<file path="src/rtl/charge_station_ctrl.sv">
// Multi-outlet charging controller: one shared keypad sets up sessions that
// count down concurrently, one per outlet, driving relays and the display.
module charge_station_ctrl #(
   parameter int CHANNELS  = 4,
   parameter int CHAN_W    = 2,
   parameter int W         = 8,
   parameter int MAX_MONEY = 20,
   parameter int RATE      = 2,
   parameter int SECOND    = 25000,
   parameter int PAUSE     = 250000
) (
   input  logic                  CLK,
   input  logic                  RST_N,
   input  logic                  startSet,
   input  logic [4:0]            num,
   input  logic                  start,
   input  logic                  clear,
   input  logic                  enter,
   input  logic [CHAN_W-1:0]     chan_sel,
   output logic [W-1:0]          money,
   output logic [W-1:0]          restime,
   output logic [CHAN_W-1:0]     edit_chan,
   output logic [CHANNELS-1:0]   active,
   output logic [CHANNELS-1:0]   done,
   output logic                  reject,
   output logic [CHANNELS*W-1:0] chan_time
);
   localparam logic [W-1:0] BLANK = '1;
   localparam int PS_W = (SECOND > 1) ? $clog2(SECOND) : 1;
   localparam int IC_W = (PAUSE > 1) ? $clog2(PAUSE) : 1;

   typedef enum logic {S_IDLE, S_EDIT} state_t;
   typedef enum logic [2:0] {K_NONE, K_DIGIT, K_START, K_CLEAR, K_ENTER} key_t;

   state_t              r_state, w_state_nxt;
   key_t                w_key;
   logic                r_last_set;
   logic                w_key_evt;
   logic [PS_W-1:0]     r_presc;
   logic                w_tick;
   logic [IC_W-1:0]     r_idle_cnt;
   logic                w_timeout;
   logic                w_commit;
   logic                w_chan_free;
   logic [W-1:0]        r_money, r_restime;
   logic [W-1:0]        w_money_nxt, w_restime_nxt;
   logic [CHAN_W-1:0]   r_edit_chan, w_edit_chan_nxt;
   logic                r_reject, w_reject_nxt;
   logic [CHANNELS-1:0] r_active, r_done;
   logic [W-1:0]        r_time [CHANNELS];
   logic [9:0]          w_acc, w_mod;
   logic [W-1:0]        w_money_dig;

   assign w_key_evt = startSet & ~r_last_set;
   assign w_tick    = (r_presc == PS_W'(SECOND - 1));

   // NOTE: every combinational output gets a default first so no path can infer a latch.
   always_comb begin
      w_key = K_NONE;
      if (w_key_evt) begin
         if (enter)              w_key = K_ENTER;
         else if (clear)         w_key = K_CLEAR;
         else if (start)         w_key = K_START;
         else if (num < 5'd10)   w_key = K_DIGIT;
      end
   end

   // Out-of-range selects never match an outlet, so they read as busy.
   always_comb begin
      w_chan_free = 1'b0;
      for (int i = 0; i < CHANNELS; i++)
         if (chan_sel == CHAN_W'(i)) w_chan_free = ~r_active[i];
   end

   assign w_commit  = (r_state == S_EDIT) && (w_key == K_ENTER) && (r_money != '0);
   assign w_timeout = (r_state == S_EDIT) && !w_key_evt && (r_idle_cnt == IC_W'(PAUSE - 1));

   assign w_acc       = 10'(r_money) * 10'd10 + 10'(num);
   assign w_mod       = w_acc % 10'd100;
   assign w_money_dig = (w_mod > 10'(MAX_MONEY)) ? W'(MAX_MONEY) : W'(w_mod);

   // NOTE: sequential state uses non-blocking assignments so every register samples pre-edge values.
   always_ff @(posedge CLK or negedge RST_N) begin
      if (!RST_N) r_state <= S_IDLE;
      else        r_state <= w_state_nxt;
   end

   always_comb begin
      w_state_nxt = r_state;
      case (r_state)
         S_IDLE: if (w_key == K_START && w_chan_free) w_state_nxt = S_EDIT;
         S_EDIT: if (w_commit || w_timeout)          w_state_nxt = S_IDLE;
         default: w_state_nxt = S_IDLE;
      endcase
   end

   always_comb begin
      w_money_nxt     = r_money;
      w_restime_nxt   = r_restime;
      w_edit_chan_nxt = r_edit_chan;
      w_reject_nxt    = 1'b0;
      case (r_state)
         S_IDLE: begin
            w_money_nxt   = BLANK;
            w_restime_nxt = BLANK;
            if (w_key == K_START) begin
               if (w_chan_free) begin
                  w_money_nxt     = '0;
                  w_restime_nxt   = '0;
                  w_edit_chan_nxt = chan_sel;
               end else begin
                  w_reject_nxt = 1'b1;
               end
            end
         end
         S_EDIT: begin
            if (w_commit || w_timeout) begin
               w_money_nxt   = BLANK;
               w_restime_nxt = BLANK;
            end else if (w_key == K_DIGIT) begin
               w_money_nxt   = w_money_dig;
               w_restime_nxt = W'(32'(w_money_dig) * RATE);
            end else if (w_key == K_CLEAR) begin
               w_money_nxt   = '0;
               w_restime_nxt = '0;
            end
         end
         default: ;
      endcase
   end

   always_ff @(posedge CLK or negedge RST_N) begin
      if (!RST_N) begin
         r_last_set  <= 1'b0;
         r_presc     <= '0;
         r_idle_cnt  <= '0;
         r_money     <= BLANK;
         r_restime   <= BLANK;
         r_edit_chan <= '0;
         r_reject    <= 1'b0;
      end else begin
         r_last_set  <= startSet;
         r_presc     <= w_tick ? '0 : r_presc + PS_W'(1);
         r_idle_cnt  <= (r_state == S_EDIT && !w_key_evt) ? r_idle_cnt + IC_W'(1) : '0;
         r_money     <= w_money_nxt;
         r_restime   <= w_restime_nxt;
         r_edit_chan <= w_edit_chan_nxt;
         r_reject    <= w_reject_nxt;
      end
   end

   // NOTE: the per-outlet time array is reset explicitly because reset must cancel every session.
   always_ff @(posedge CLK or negedge RST_N) begin
      if (!RST_N) begin
         for (int i = 0; i < CHANNELS; i++) r_time[i] <= '0;
         r_active <= '0;
         r_done   <= '0;
      end else begin
         for (int i = 0; i < CHANNELS; i++) begin
            r_done[i] <= 1'b0;
            if (w_commit && (r_edit_chan == CHAN_W'(i))) begin
               r_time[i]   <= r_restime;
               r_active[i] <= 1'b1;
            end else if (w_tick && r_active[i] && (r_time[i] != '0)) begin
               r_time[i] <= r_time[i] - W'(1);
               if (r_time[i] == W'(1)) begin
                  r_active[i] <= 1'b0;
                  r_done[i]   <= 1'b1;
               end
            end
         end
      end
   end

   always_comb begin
      chan_time = '0;
      for (int i = 0; i < CHANNELS; i++) chan_time[i*W +: W] = r_time[i];
   end

   assign money     = r_money;
   assign restime   = r_restime;
   assign edit_chan = r_edit_chan;
   assign active    = r_active;
   assign done      = r_done;
   assign reject    = r_reject;

endmodule

</file>
<file path="config.mk">
export PLATFORM = sky130hd
export DESIGN_NAME = charge_station_ctrl
export DESIGN_NICKNAME = d
export VERILOG_FILES = /design/src/rtl/charge_station_ctrl.sv
export SDC_FILE = /design/constraint.sdc
export NUM_CORES = 1
export LEC_CHECK = 0
export CAP_MARGIN = 20
export CORE_ASPECT_RATIO = 1.4
export CORE_MARGIN = 1.5
export CORE_UTILIZATION = 45
export DETAILED_ROUTE_END_ITERATION = 10
export PLACE_DENSITY_LB_ADDON = 0.12
export SETUP_SLACK_MARGIN = 0.15
export SYNTH_ARGS = -nofsm -noshare
export SYNTH_HDL_FRONTEND = slang
export SYNTH_SLANG_ARGS = --single-unit
export TNS_END_PERCENT = 100
</file>
<file path="constraint.sdc">
create_clock -name CLK -period 11.8 [get_ports CLK]
set_clock_uncertainty 0.2 [all_clocks]
set_input_delay 2.36 -clock CLK [delete_from_list [all_inputs] [get_ports CLK]]
set_output_delay 2.36 -clock CLK [all_outputs]
set_load 0.05 [all_outputs]
</file>
==> results by stage, run 1 <==
Routing:
- The total length of routed wires is ~15000 um.
- The via count is 5098.
- The number of detailed-routing iterations run before antenna repair is 5.
- In the routed layout, each cell is associated on average with a via count of 5.81.
- The DRC violation count after routing is 0.
- Dividing the detail-routed wire length by the instance count gives 16.8 um.
- In this run the remaining antenna-violating nets after routing total 0.
- The first routing iteration left 230 violations.

Placement:
- Port buffering added 71 buffers.
- Summed over all nets, the half-perimeter wirelength after detailed placement is 11100 um.
- Counting tap cells, the placed design contains a total of approximately 860 instances.
- The cell area after placement is 0.00664 mm2.
- Routability-driven placement finished with a final weighted congestion of 0.948.

Die:
- The floorplan step defined a die boundary enclosing between 0.01 and 0.015 mm2.
- The initial cell density of the core is 0.458.
- After floorplanning, the core was divided into 49 placement rows.
- The placeable core region is between 0.01 and 0.015 mm2.
- In this run the vertical extent of the chip is 138 um.
- The die width is 99.3 um.
- In this run the count of I/O pins placed on the die edge is 72.

Worst setup path:
- At the worst endpoint, the required time is 11.86 ns.
- The launching element type of the critical path is a primary input.
- Data on the critical path arrives at its endpoint at about 7.2 ns.
- The critical path capture point type is a flip-flop.
- The startpoint-to-endpoint class of the critical path is primary input to flip-flop.
- The worst register-to-register path begins at money[3].
- In this run the worst setup path begins at num[1].
- In this run the worst path has a maximum fanout of 7.

Clock tree:
- The H-tree was split into 3 levels.
- The count of clock tree sinks is 87.
- The root buffer cell is clkbuf_16.
- Counting the buffers created by CTS gives 9.
- The number of setup buffers added after CTS is 0.
- In this run, post-CTS hold repair placed 0 buffers.
- The number of instances resized during post-cts repair is 0.
- The insertion delay to the later sink of the worst-skew pair is 0.34 ns.
- The TritonCTS clock tree is yes.
- No sink is reached through more buffers than the 2 on the longest clock path.
- Clock-pin slew was measured on the worst setup and hold paths at 0.06 ns.

GRT:
- Entering global routing, the biggest net connects 88 pins.
- The via count of the first global-routing pass is 4932.
- In the global route stage, overall resource usage came out at 0.225.
- The residual overflow from global routing is 0.
- The wire length of the first global-routing pass is 24400 um.
- The initial antenna violation count is 0.

Yosys:
- The count of flip-flops with a built-in enable after synthesis is 0.
- The fraction of synthesis flops using an asynchronous set or reset pin is 1.00.
- Of the total synthesized cell area, the portion taken by AND, OR, NAND and NOR gates is 0.238.
- The average instance in the mapped netlist occupies 8.90 um2.
- The number of warnings printed during yosys synthesis is 0.
- In this run the cell area of the synthesized design comes to 0.00584 mm2.
- Synthesis produced a netlist with a net count of 700.
- For this run, the register share of the synthesized area comes to 0.375.
- By area, the combinational part of the netlist is dominated by simple AND/OR/NAND/NOR gates.
- Of the total synthesized cell area, the portion taken by XOR and XNOR cells is 0.115.
- In the synthesized netlist, the number of instances is 656.
- After synthesis, the share of cell area in mux cells is 0.00965.
- Counting distinct cell types in the post-synthesis netlist gives 71.
- The post-synthesis compound-gate area fraction is 0.164.
- The share of synthesized cell area in full adder, half adder and majority cells is 0.0690.
- For this run, the leading register cell type out of synthesis is dfrtp_1.
- The number of synthesized register bits is just under 90.

Run status:
- The run finished with clean final reports.

Cells and area:
- The fraction of final layout cells sized beyond drive strength 1 is 0.0829.
- The finished cells cover approximately 0.007 mm2.
- The layout has between 1000 and 1500 filler cells.
- The final layout contains 764 nets.
- The finished layout holds 877 standard cells, fillers aside.
- Relative to the synthesized area, the layout overhead comes to 19.4%.
- The number of antenna cells inserted is 0.

Timing:
- The count of endpoints failing hold in the final timing report is 0.
- The minimum clock period is 7.15 ns.
- The number of max-slew violations in the final report is 0.
- Setup violations remaining at the end of the flow were counted as 0.
- The period utilization is 0.606.
- The slew at the pin closest to its max-slew limit is around 0.97 ns.
- The worst slew margin relative to its limit is 0.352.
- Summed over all failing endpoints, the final setup total negative slack is 0 ns.
- Setup repair after global routing left no endpoint under its margin.
- For this run, the top clock speed supported by timing is 140 MHz.

Job:
- The tool flagged a number of max-cap violations equal to 0.

Hold path:
- The start point of the worst hold path is r_presc[0].
- In this run the worst hold path is classified as flip-flop to flip-flop.
metal layers:
metal	wire [um]	up-vias	track usage	share of wire
met5	0	-	0	0
li1	-	2483	-	-
met1	6260	2473	0.272	0.43
met4	327	0	0.0876	0.022
met3	429	27	0.0233	0.029
met2	7700	115	0.411	0.52
flip-flops by register name, indices dropped and copies added, names as in the netlist:
| name | flops |
|---|---|
| r_state | 1 |
| edit_chan | 2 |
| restime | 1 |
| reject | 1 |
| r_last_set | 1 |
| r_idle_cnt | 18 |
| done | 4 |
| chan_time | 32 |
| money | 8 |
| r_presc | 15 |
| active | 4 |
cell type report:
cell class	instances	area (um2)	area share
multi-input combinational	531	3480	0.499
sequential	87	2190	0.314
timing repair buffer	73	743	0.107
clock buffer	9	225	0.0323
tap	153	191	0.0275
clock inverter	6	75.1	0.0108
inverter	18	67.6	0.00970
synth_stat cells, types with 5 or more instances:
cell type,count,area (um2)
inv_1,18,67.6
xor2_1,30,263
clkbuf_1,10,37.5
nand4_1,16,100
nor4_1,10,62.6
xnor2_1,41,359
a21oi_1,35,175
o22ai_1,5,31.3
nor3_1,24,120
or2_2,9,56.3
o211ai_1,6,45.0
ha_1,29,363
or3_1,8,50.1
nor2_1,73,274
a211oi_1,6,45.0
o21ai_0,39,195
nand3_1,30,150
and3_1,10,62.6
dfstp_2,9,236
buf_4,7,52.6
dfrtp_1,78,1950
nand2_1,73,274
layout by cell type, fill, tap and decap left out, drive strengths merged, types with 3 or more instances in the layout:
cell type	n
nor4b	4
nor2b	3
or3	8
or2	10
inv	22
xor2	31
a21oi	37
or4	4
nor2	73
a211o	4
nand3	30
nor4	12
nand4	17
nand2	73
a21o	3
o31ai	3
mux2	3
and3	11
o211ai	6
dfrtp	78
ha	29
a2111oi	3
dfstp	9
o22ai	5
nor3b	3
nor3	26
a311oi	3
clkdlybuf4s50	70
xnor2	43
clkbuf	9
a211oi	9
o21ai	43
buf	3
path summary, 6_finish.rpt:
| check | depth (start not counted) | to | slack, ns |
|---|---|---|---|
| hold / removal | 1 | r_presc[0] | 0.26 |
| setup reg to reg | 16 | money[3] | 5.88 |
| max in group asynchronous | 2 | money[4] | 8.97 |
| hold reg to reg | 1 | r_presc[0] | 0.26 |
| setup / recovery | 15 | money[2] | 4.65 |
| min in group asynchronous | 1 | r_presc[8] | 1.74 |
worst max-delay path: stages:
cell and delay, ns:
clkdlybuf4s50_1 0.48, ha_1 0.29, fa_1 0.47, a211oi_1 0.40, nor2_1 0.21, a311oi_2 0.57, a211oi_2 0.14, o211ai_1 0.39
and2_0 0.40, a31oi_1 0.17, or2_2 0.34, a2111oi_0 0.43, a21oi_1 0.17, o31a_1 0.31, o21ai_0 0.07
logic make-up after synthesis:
logic type,Yosys count
AND/OR/NAND/NOR,280
buffers and inverters,38
adder cells (fa/ha/maj),31
AO/OA/AOI/OAI,142
XOR/XNOR,74
multiplexers,4
flip-flops,87
metrics by stage:
step                      setup slack [ns]  hold slack [ns]   util
after floorplan                       5.43            0.233      -
after global placement                4.51            0.245  0.521
after detailed placement              4.36            0.257  0.521
after CTS                             4.72            0.266  0.544
after global routing                  4.33            0.297  0.546
final                                 4.65            0.263  0.546
Power of run 1 is left out: the tool's default activity adds up to more than one toggle a clock period on the data nets, which glitch-free logic cannot reach.
==> run 2: changes to the inputs <==
- clock period: 11.8 -> 6.3 ns (I/O delays scaled with it)
==> run 2 against run 1 <==
  * Register-to-register slack got worse by 5.1 ns
  * Final cell count rose by 1.6%
  * Global-route usage rose by 0.69 points
  * Sequential cell count did not move
  * Wire length grew 3.2%
  * Cell area is 1.3% higher
  * Non-clock buffer count is 13 higher
  * Critical path type unchanged
  * Worst hold slack improved by 0.0031 ns
  * Count of clock-buffer cells in the layout unchanged
==> results by stage, run 2 (synthesis gave the netlist of run 1 again) <==
Routing:
- Signal routing reaches up to met4.
- The number of design-rule violations left by the first detailed-router iteration is approximately 230.
- In the detailed route, the total length drawn on met2 is 7920 um.
- The via count is 5125.
- The total length of routed wires is 15200 um.
- The routed length on met3 is 673 um.
- Once detail routing completed, the nets flagged for antenna violations numbered 0.
- The post-detailed-route via-to-cell ratio is 5.75.
- The DRC violation count after routing is 0.
- In the final routed layout, each cell accounts on average for 17.0 um.
- The pre-antenna-repair detailed-routing pass consisted of 4 iterations.
- The routed length on met1 is 6310 um.

Cells and area:
- For this run, the post-layout net count is a little under 800.
- The number of antenna diodes in the final layout is 0.
- In the layout the commonest cells are 78 x dfrtp_1, 73 x nand2_1, 73 x nor2_1, 70 x clkdlybuf4s50_1, 41 x xnor2_1.
- The commonest non-fill, non-tap cell in the layout is dfrtp_1.
- The fraction of final layout cells sized beyond drive strength 1 is 0.102.
- From synthesis to final layout, the design area changed by 20.9%.
- The flip-flop count of the largest register, all copies and words added is 32.
- After filler insertion, the fill cell instance count of the layout stands at 1194.

Worst setup path:
- The cell with the most instances on the worst path is o211ai_1.
- Measured in cells, the most critical reg-to-reg path has a length of 16.
- Walking the worst path, the cells encountered are clkdlybuf4s50_1 -> ha_1 -> fa_1 -> a211o_1 -> a21oi_1 -> o211ai_1 -> and3_1 -> a211oi_4 -> nand4_1 -> a31o_2 -> nor3b_2 -> and3_2 -> o211ai_1 -> nor4_1 -> a211oi_2 -> o31ai_1.
- The startpoint-to-endpoint class of the critical path is primary input to flip-flop.
- The data required time at the worst endpoint is approximately 6.3 ns.
- The worst stage delay on the critical path is 0.48 ns.
- For flop-to-flop paths, the worst setup slack is between 0.8 and 0.9 ns.
- The worst flop-to-flop path startpoint is money[3].
- The worst register-to-register path ends at money[3].
- Tracing the worst setup path back leads to its startpoint at num[1].
- The buffers plus inverters on the worst setup path is 1.
- The termination of the worst setup path is money[3].
- At the worst endpoint, the arrival time is between 5 and 6 ns.
- The critical path capture point type is a flip-flop.
- On the critical path, the stage with the largest delay is an instance of clkdlybuf4s50_1.
- STA classifies the critical path startpoint as a primary input.
- The category of cells accounting for the largest share of critical-path delay is compound AO/OA/AOI/OAI gates.
- The depth of the critical timing path with buffers and inverters included is 16.
- Of all nets on the critical path, the largest fanout is 6.

Timing:
- The number of max-slew violations in the final report is 0.
- Setup repair after global routing left no endpoint under its margin.
- The period utilization is 0.919.
- The count of endpoints failing hold in the final timing report is 0.
- For the pin with the worst max-slew slack, the measured transition is 0.974 ns.
- The setup violation total in the final timing report is 0.
- Summed over all failing endpoints, the final setup total negative slack is 0 ns.
- The worst slew margin relative to its limit is 0.348.
- The minimum clock period is 5.79 ns.
- The maximum achievable frequency is 173 MHz.
- The minimum setup slack in the final design is between 0.5 and 0.6 ns.

Placement:
- Before CTS, the worst setup slack after placement is 0.139 ns.
- At the end of routability-driven placement, the weighted congestion stood at between 0.9 and 1.
- The count of input and output buffers is 71.
- Summed over all nets, the half-perimeter wirelength after detailed placement is 11600 um.

Clock tree:
- The cell sitting at the root of the clock tree is a clkbuf_16.
- In this run the deepest clock path goes through 2 buffers.
- For this design, the sink count on the clock tree is 87.
- The H-tree was split into 3 levels.
- The TritonCTS buffer count is 9.
- The insertion delay to the later sink of the worst-skew pair is between 0.3 and 0.4 ns.
- TritonCTS built the clock tree.
- The clock-pin slew reported for the worst setup and hold paths after clock tree synthesis is ~0.070 ns.
- The number of setup buffers added after CTS is 0.

Die:
- The initial utilization of the core area, before any placement, comes to 0.458.
- In this run the vertical extent of the chip is roughly 140 um.
- The die covers 0.0137 mm2.
- The die width is 99.3 um.
- The initialized floorplan defines 49 standard-cell rows.
- After floorplanning, the core was sized to cover 0.0128 mm2.
- The number of primary I/O pins is 72.

Job:
- Across the run, the number of max-cap violations was 0.

GRT:
- For this run the aggregate overflow at the end of global routing stands at 0.
- The via count of the first global-routing pass is 5022.
- The pin count of the biggest net entering global routing is 88.
- The initial antenna violation count came to 0.
- The combined global-route utilization of all metal layers is 0.232.
- The wire length of the first global-routing pass is 25000 um.

Run status:
- The run finished with clean final reports.

Hold path:
- The class of the worst hold path is flip-flop to flip-flop.
[run 2: per-stage QoR]
step                       util  cells  hold slack, ns  cell area (um2)
after detailed placement  0.528    874           0.262             6740
after CTS                 0.550    890           0.270             7020
after floorplan               -    656           0.233             5840
final                     0.553    891           0.266             7060
after global placement    0.528    874           0.246             6740
after global routing      0.553    891           0.297             7060
[run 2: how the worst min path moves through the flow]
stage / depth (start not counted) / endpoint / start / slack, ns
after floorplan: 1 / r_presc[0] / r_presc[0] / 0.23
after global placement: 1 / r_presc[0] / r_presc[0] / 0.25
after detailed placement: 1 / r_presc[0] / r_presc[0] / 0.26
after CTS: 1 / r_presc[0] / r_presc[0] / 0.27
after global routing: 1 / r_idle_cnt[0] / r_idle_cnt[0] / 0.30
final: 1 / r_presc[0] / r_presc[0] / 0.27
[run 2: what timing repair did]
action,CTS,global route
setup endpoints to repair,0,1
gates resized for setup,0,2
hold buffers,0,0
[run 2: area by class of cell]
type / count / area [um2] / share of cell area
repair buffers: 86 / 841 / 0.119
inverters: 18 / 67.6 / 0.00957
flip-flops and latches: 87 / 2190 / 0.310
clock buffers: 9 / 225 / 0.0319
well taps: 153 / 191 / 0.0271
multi-input cells: 531 / 3490 / 0.494
clock inverters: 7 / 56.3 / 0.00798
[run 2: per-layer routing]
metal / track usage / vias to the layer above
li1: - / 2519
met1: 0.273 / 2466
met2: 0.422 / 122
met3: 0.0421 / 18
met4: 0.0814 / 0
met5: 0 / -
Power of run 2 is left out for the same reason.
